`config.mk`:
```
export PLATFORM = sky130hd
export DESIGN_NAME = mon_dff_pack
export DESIGN_NICKNAME = d
export VERILOG_FILES = /design/src/rtl/mon_dff_pack.sv
export SDC_FILE = /design/constraint.sdc
export NUM_CORES = 1
export LEC_CHECK = 0
export ABC_AREA = 1
export BUFFER_PORTS_ARGS = -buffer_cell sky130_fd_sc_hd__buf_4
export CAP_MARGIN = 20
export CORE_ASPECT_RATIO = 1.4
export CORE_MARGIN = 2
export CORE_UTILIZATION = 40
export CTS_BUF_LIST = sky130_fd_sc_hd__clkbuf_8
export DETAILED_ROUTE_END_ITERATION = 6
export GPL_ROUTABILITY_DRIVEN = 0
export PLACE_DENSITY = 0.54
export SLEW_MARGIN = 40
export SYNTH_ARGS = -nofsm -noshare
export SYNTH_HDL_FRONTEND = slang
export SYNTH_SLANG_ARGS = --single-unit
```
`constraint.sdc`:
```
create_clock -name clk -period 4.23 [get_ports clk]
set_input_delay 0.2115 -clock clk [delete_from_list [all_inputs] [get_ports clk]]
set_output_delay 0.2115 -clock clk [all_outputs]
set_load 0.1 [all_outputs]
```
`src/rtl/mon_dff_pack.sv`:
```
// Monitor stage: samples the DFF output on enabled clocks, packs the bits
// LSB-first into words, and queues completed or flushed words in a small
// first-word-fall-through FIFO drained through a valid/ready handshake.
module mon_dff_pack #(
    parameter int unsigned id     = 0,
    parameter int unsigned WORD_W = 32,
    parameter int unsigned DEPTH  = 4
) (
    input  logic                       clk,
    input  logic                       rst,
    input  logic                       en,
    input  logic                       dout,
    input  logic                       flush,
    output logic [WORD_W-1:0]          word_data,
    output logic [$clog2(WORD_W):0]    word_cnt,
    output logic [7:0]                 word_id,
    output logic                       word_valid,
    input  logic                       word_ready,
    output logic [$clog2(DEPTH):0]     level,
    output logic                       overflow
);

    localparam int unsigned CW = $clog2(WORD_W) + 1;
    localparam int unsigned IW = $clog2(WORD_W);
    localparam int unsigned PW = $clog2(DEPTH);
    localparam int unsigned LW = PW + 1;
    localparam logic [CW-1:0] FULL_CNT  = CW'(WORD_W);
    localparam logic [LW-1:0] MAX_LEVEL = LW'(DEPTH);

    typedef enum logic {
        ST_EMPTY,
        ST_FILL
    } state_t;

    state_t              state;
    logic [WORD_W-1:0]   pack;
    logic [WORD_W-1:0]   pack_nxt;
    logic [CW-1:0]       bit_cnt;
    logic [CW-1:0]       cnt_nxt;
    logic                push;
    logic                pop;
    logic                accept;
    logic [PW-1:0]       rd_ptr;
    logic [PW-1:0]       wr_ptr;
    logic [WORD_W-1:0]   mem_data [DEPTH];
    logic [CW-1:0]       mem_cnt  [DEPTH];

    // Merge this edge's sample first, so a flush on the same edge includes it
    always_comb begin
        pack_nxt = pack;
        if (en) begin
            pack_nxt[bit_cnt[IW-1:0]] = dout;
        end
        cnt_nxt = bit_cnt + CW'(en);
        push    = (cnt_nxt == FULL_CNT) || (flush && ((state == ST_FILL) || en));
    end

    assign pop    = word_valid && word_ready;
    // A pop on the same edge frees the slot a full FIFO would otherwise lack
    assign accept = push && ((level != MAX_LEVEL) || pop);

    // Pack FSM: collect bits, clear on every emitted (or dropped) word
    always_ff @(posedge clk or negedge rst) begin
        if (!rst) begin
            state   <= ST_EMPTY;
            pack    <= '0;
            bit_cnt <= '0;
        end else if (push) begin
            state   <= ST_EMPTY;
            pack    <= '0;
            bit_cnt <= '0;
        end else if (en) begin
            state   <= ST_FILL;
            pack    <= pack_nxt;
            bit_cnt <= cnt_nxt;
        end
    end

    // FIFO pointers, occupancy and sticky overflow flag
    always_ff @(posedge clk or negedge rst) begin
        if (!rst) begin
            rd_ptr   <= '0;
            wr_ptr   <= '0;
            level    <= '0;
            overflow <= 1'b0;
        end else begin
            if (pop) begin
                rd_ptr <= rd_ptr + PW'(1);
            end
            if (accept) begin
                wr_ptr <= wr_ptr + PW'(1);
            end
            if (push && !accept) begin
                overflow <= 1'b1;
            end
            level <= level + LW'(accept) - LW'(pop);
        end
    end

    // FIFO storage; contents are only observed through the valid-gated head
    always_ff @(posedge clk) begin
        if (accept) begin
            mem_data[wr_ptr] <= pack_nxt;
            mem_cnt[wr_ptr]  <= cnt_nxt;
        end
    end

    assign word_valid = (level != '0);
    assign word_data  = word_valid ? mem_data[rd_ptr] : '0;
    assign word_cnt   = word_valid ? mem_cnt[rd_ptr]  : '0;
    assign word_id    = 8'(id);

endmodule
```
Yosys cells after proc, flatten, opt, wreduce, memory -nomap -nowiden
Memories as Yosys holds them, arrays and structs flattened. Index checks and enable logic that the tools add are counted.

Flip-flop bits (word level): 47. Memory bits (writable): 152. Logic and storage cells: 43. Memories: 2.

Memory list: mem_data (words 4, bits a word 32, rd ports 1, clocked after Yosys merged registers in 0, write ports 1, line 45) `logic [WORD_W-1:0] mem_data [DEPTH];`; mem_cnt (words 4, bits a word 6, rd ports 1, clocked after Yosys merged registers in 0, write ports 1, line 46) `logic [CW-1:0] mem_cnt [DEPTH];`.

Equal/unequal tests: 2. Muxes and demuxes: 14. Reductions and logical operators: 11. Add/subtract/negate cells: 5. Order comparisons: 2.

Operator list (count): $mux W32 (4); $bwmux W32 (1); $mux W6 (3); $add A6 B1 Y6 (1); $eq A6 B6 Y1 const B (1); $lt A5 B6 Y1 const B (1); $demux W1 S5 (1); $ge A5 B1 Y1 const B (1); $logic_and A1 B1 Y1 (5); $mux W1 (5); $add A2 B1 Y2 const B (2); $add A3 B1 Y3 (1); $logic_or A1 B1 Y1 (3); $ne A3 B3 Y1 const B (1); $reduce_bool A3 Y1 (1); $sub A3 B1 Y3 (1); $reduce_bool A2 Y1 (1); $logic_not A1 Y1 (1).

Longest topological paths before layout
Word-level depth: 8. Mapped depth: 14. Mapped depth without buffers: 14.

Worst setup path before layout
Ideal clock, no wire load.

Path kind: reg-to-output. From: register level[1]. To: output word_data[16]. Cell stages (with the launch flop): 7. Slack: 0.196 ns. Path buffers: 2. Data arrival time: 3.822 ns. Data required time: 4.018 ns. Path through: dfrtp_1 > nor2_1 > nand2_1 > inv_1 > buf_2 > buf_1 > a21oi_1.

Longest elaborated chain between the ends: 2.

RTL lines: start: declaration (line 19) `output logic [$clog2(DEPTH):0] level,`; start signal: assignment (line 96) `level <= level + LW'(accept) - LW'(pop);`; $reduce_bool A3 Y1 (line 108) `assign word_valid = (level != '0);`; net word_valid (line 17) `output logic word_valid,`; $mux W32 (line 109) `assign word_data = word_valid ? mem_data[rd_ptr] : '0;`; end: declaration (line 14) `output logic [WORD_W-1:0] word_data,`.

The timed path passes the listed nets, and every way through them passes these cells.

Worst setup path after layout
From: register bit_cnt[0]. To: register level[2].

Longest elaborated chain between the ends: 6.

RTL lines: start: declaration (line 38) `logic [CW-1:0] bit_cnt;`; start signal: assignment (line 75) `bit_cnt <= cnt_nxt;`; $add A6 B1 Y6 (line 54) `cnt_nxt = bit_cnt + CW'(en);`; net cnt_nxt[1] (line 39) `logic [CW-1:0] cnt_nxt;`; $eq A6 B6 Y1 (line 55) `push = (cnt_nxt == FULL_CNT) || (flush && ((state == ST_FILL) || en));`; $logic_or A1 B1 Y1 (line 55); $logic_and A1 B1 Y1 (line 60) `assign accept = push && ((level != MAX_LEVEL) || pop);`; $add A3 B1 Y3 (line 96); $sub A3 B1 Y3 (line 96).

The timed path passes the listed nets, and every way through them passes these cells. A chain may end at the register's enable or synchronous reset.

==> results.cfg <==
[status]
status = finished, final reports clean

[floorplan]
design.portCount = 57
die_y_microns = 176.3
horizontal_die_dimension_microns = 127.1
initial_core_util_pct = 40.47
die_area_sq_mm = 0.02241
core_area_sq_mm = 0.02097
row_count = 63

[logic_synthesis]
synthXorXnorAreaFrac_pct = 0.4129
synth.cell_area_sq_mm = 0.008486
post_synth_inst_count = 787
number_of_library_cell_types_mapped_by_synthesis = 32
synth_fa_ha_area_share_pct = 1.416
synthesis.area_per_instance_sq_um = 10.78
synth_seq_cells = 199
muxShareOfSynthArea_pct = 1.769
main_combinational_cell_family_by_area_after_synthesis = simple AND/OR/NAND/NOR gates
yosys_warnings = 0
synthesized_area_fraction_occupied_by_ao_oa_aoi_and_oai_cells_pct = 8.641
ys_seq_area_share_pct = 67.65
yosys.area_share.simple_pct = 13.96

[clock_tree]
cts-root-to-sink-buffers = 2
clock_tree_from_tritoncts = done
worstSkewPairLatency_ns = 0.47
clock-sinks = 199
worst_setup_hold_path_clk_slew_ns = 0.09
clk_root_buffer_cell = clkbuf_8
cts_inserted_buffers = 17
clock_h_tree_levels = 4

[sta]
whs_ns = 0.05682
timing.final.hold_violations = 0
worst_slack_ns = 1.222
timing.setup.tns_ns = 0
post-route-period-util_pct = 71.11
timing_worst_slew_pin_value_ns = 0.8039
timing.final.crit_period_ns = 3.008
maxSlewHeadroom_pct = 46.11
grt_setup_unrepaired = no
finalMaxSlewViolations = 0
setup_viol_count_final = 0
maxClockFrequency_ghz = 0.3324
clock_skew_ns = 0.01080

[global_route]
grt_antenna_before_repair = 0
grt_pass1_wl_microns = 29320
grt_use_total_pct = 17.37
largest_net_degree_at_the_start_of_global_routing = 79
globalRouteOverflowTotal = 0
grt_pass1_vias = 5417

[finish]
layout_common_cells = 203 x nor2_1, 152 x edfxtp_1, 82 x o21ai_0
fill_cells = 1996
post_synthesis_to_final_layout_area_growth_pct = 12.28
n_antenna_cell = 0
final_layout_size_suffix_gt1_share_pct = 12.07
final_nets = 839
register_area_sq_mm = 0.005742
layout_commonest_cell = nor2_1
multiInputGateArea_sq_mm = 0.002283
finalNonFillerCells = 1097

[placed_design]
numPlacedInstances = 1064
pre_cts_slack_ns = 1.210
count_of_input_and_output_buffers = 48
hpwlAfterDp_microns = 11090

[min_path]
holdCritPathClass = input pin to flip-flop

[critical_path]
timing.critical_path.arrival_ns = 3.36
setup.worst_path.class = flip-flop to flip-flop
cp_data_required_time_ns = 4.58
cp-end-kind = flip-flop
crit_path_start_kind = flip-flop
critical_path_peak_fanout = 7

[run]
maxCapViolCount = 0

[detailed_routing]
1st_iter_drt_viols = 487
drtPass1Iterations = 5
remaining_drc_errors = 0
post_detailed_route_via_to_cell_ratio = 4.969
routedWlPerCell_microns = 16.97
post_route_wl_microns = 18610
detailroute.via_count = 5451
route.antenna.remaining_nets = 0
-- metrics by stage --
step | utilization [%] | instance area [sq um]
after floorplan | - | 8512
after global placement | 43.45 | 9110
after detailed placement | 43.48 | 9116
after CTS | 45.44 | 9528
after global routing | 45.44 | 9528
final | 45.44 | 9528
-- timing repair --
action                    in CTS  in global routing
hold buffers                   1                  0
setup buffers                  0                  0
resized for setup              0                  0
hold endpoints to repair      47                  0
-- worst max-delay path, stage by stage, from the launching register on --
cell and delay, ns:
dfrtp_1 0.44, ha_1 0.25, ha_1 0.35, nor2_1 0.13
nand3_1 0.10, nor2_2 0.15, nand3_4 0.11, nand2_4 0.07
nand2_2 0.17, ha_1 0.34, inv_1 0.04, ha_1 0.19
fa_1 0.37, xor2_1 0.17
-- cells in the mapped netlist --
| cell type | number | share of area, % |
|---|---|---|
| buf_6 | 1 | 0.13 |
| a21o_1 | 1 | 0.089 |
| o21ai_0 | 82 | 4.8 |
| a21oi_1 | 44 | 2.6 |
| edfxtp_1 | 152 | 54 |
| nor2_1 | 207 | 9.2 |
| nand2_2 | 2 | 0.15 |
| nand4_1 | 4 | 0.29 |
| inv_1 | 70 | 3.1 |
| o21ai_1 | 4 | 0.24 |
| xnor2_1 | 1 | 0.10 |
| nand2_4 | 1 | 0.13 |
| nor2_2 | 2 | 0.15 |
| ha_1 | 8 | 1.2 |
| buf_1 | 3 | 0.13 |
| nor3_1 | 7 | 0.41 |
| clkbuf_1 | 23 | 1.0 |
| nand3_4 | 1 | 0.21 |
| o21bai_1 | 1 | 0.089 |
| nand2_1 | 61 | 2.7 |
| mux2i_1 | 15 | 1.8 |
| o21a_1 | 9 | 0.80 |
| nor3_2 | 2 | 0.24 |
| inv_2 | 4 | 0.18 |
| buf_4 | 11 | 0.97 |
| nand3_1 | 9 | 0.53 |
| clkinv_1 | 1 | 0.044 |
| fa_1 | 1 | 0.24 |
| buf_2 | 9 | 0.53 |
| conb_1 | 1 | 0.044 |
| xor2_1 | 3 | 0.31 |
| dfrtp_1 | 47 | 14 |
-- metal layers --
layer	vias to the layer above	GRT usage [%]	part of all wire [%]
li1	2664	-	-
met1	2665	20.89	41
met2	107	31.72	53
met3	15	3.515	4.2
met4	0	4.533	1.2
met5	-	0	0
-- final cells by class --
type | count | share of cell area, %
timing repair buffer | 58 | 5.161
clock inverter | 13 | 1.471
inverter | 75 | 2.981
sequential | 199 | 60.26
clock buffer | 19 | 2.745
tap | 260 | 3.414
multi-input combinational | 473 | 23.97
-- cells by family after synthesis --
group / after synthesis
buffers and inverters: 122
multiplexers: 15
other: 1
flip-flops: 199
adder cells (fa/ha/maj): 9
AO/OA/AOI/OAI: 141
XOR/XNOR: 4
AND/OR/NAND/NOR: 296
-- flip-flops by register name, summed over array words and instances, names as in the netlist, 2 cells and up --
register  flops
level         3
wr_ptr        2
mem_cnt      24
pack         32
rd_ptr        2
mem_data    128
bit_cnt       6
-- path summary, 6_finish.rpt --
kind                       startpoint         end  slack, ns  cells after the start
setup / recovery           bit_cnt[0]    level[2]       1.22                     13
hold / removal                     en  bit_cnt[3]       0.06                      3
setup reg to reg           bit_cnt[0]    level[2]       1.22                     13
hold reg to reg              overflow    overflow       0.47                      1
max in group asynchronous         rst   rd_ptr[0]       3.46                      2
min in group asynchronous         rst     pack[8]       0.30                      2
Power is not shown: default switching activity piles up to over one toggle a cycle in this logic, so the estimate is an artifact.
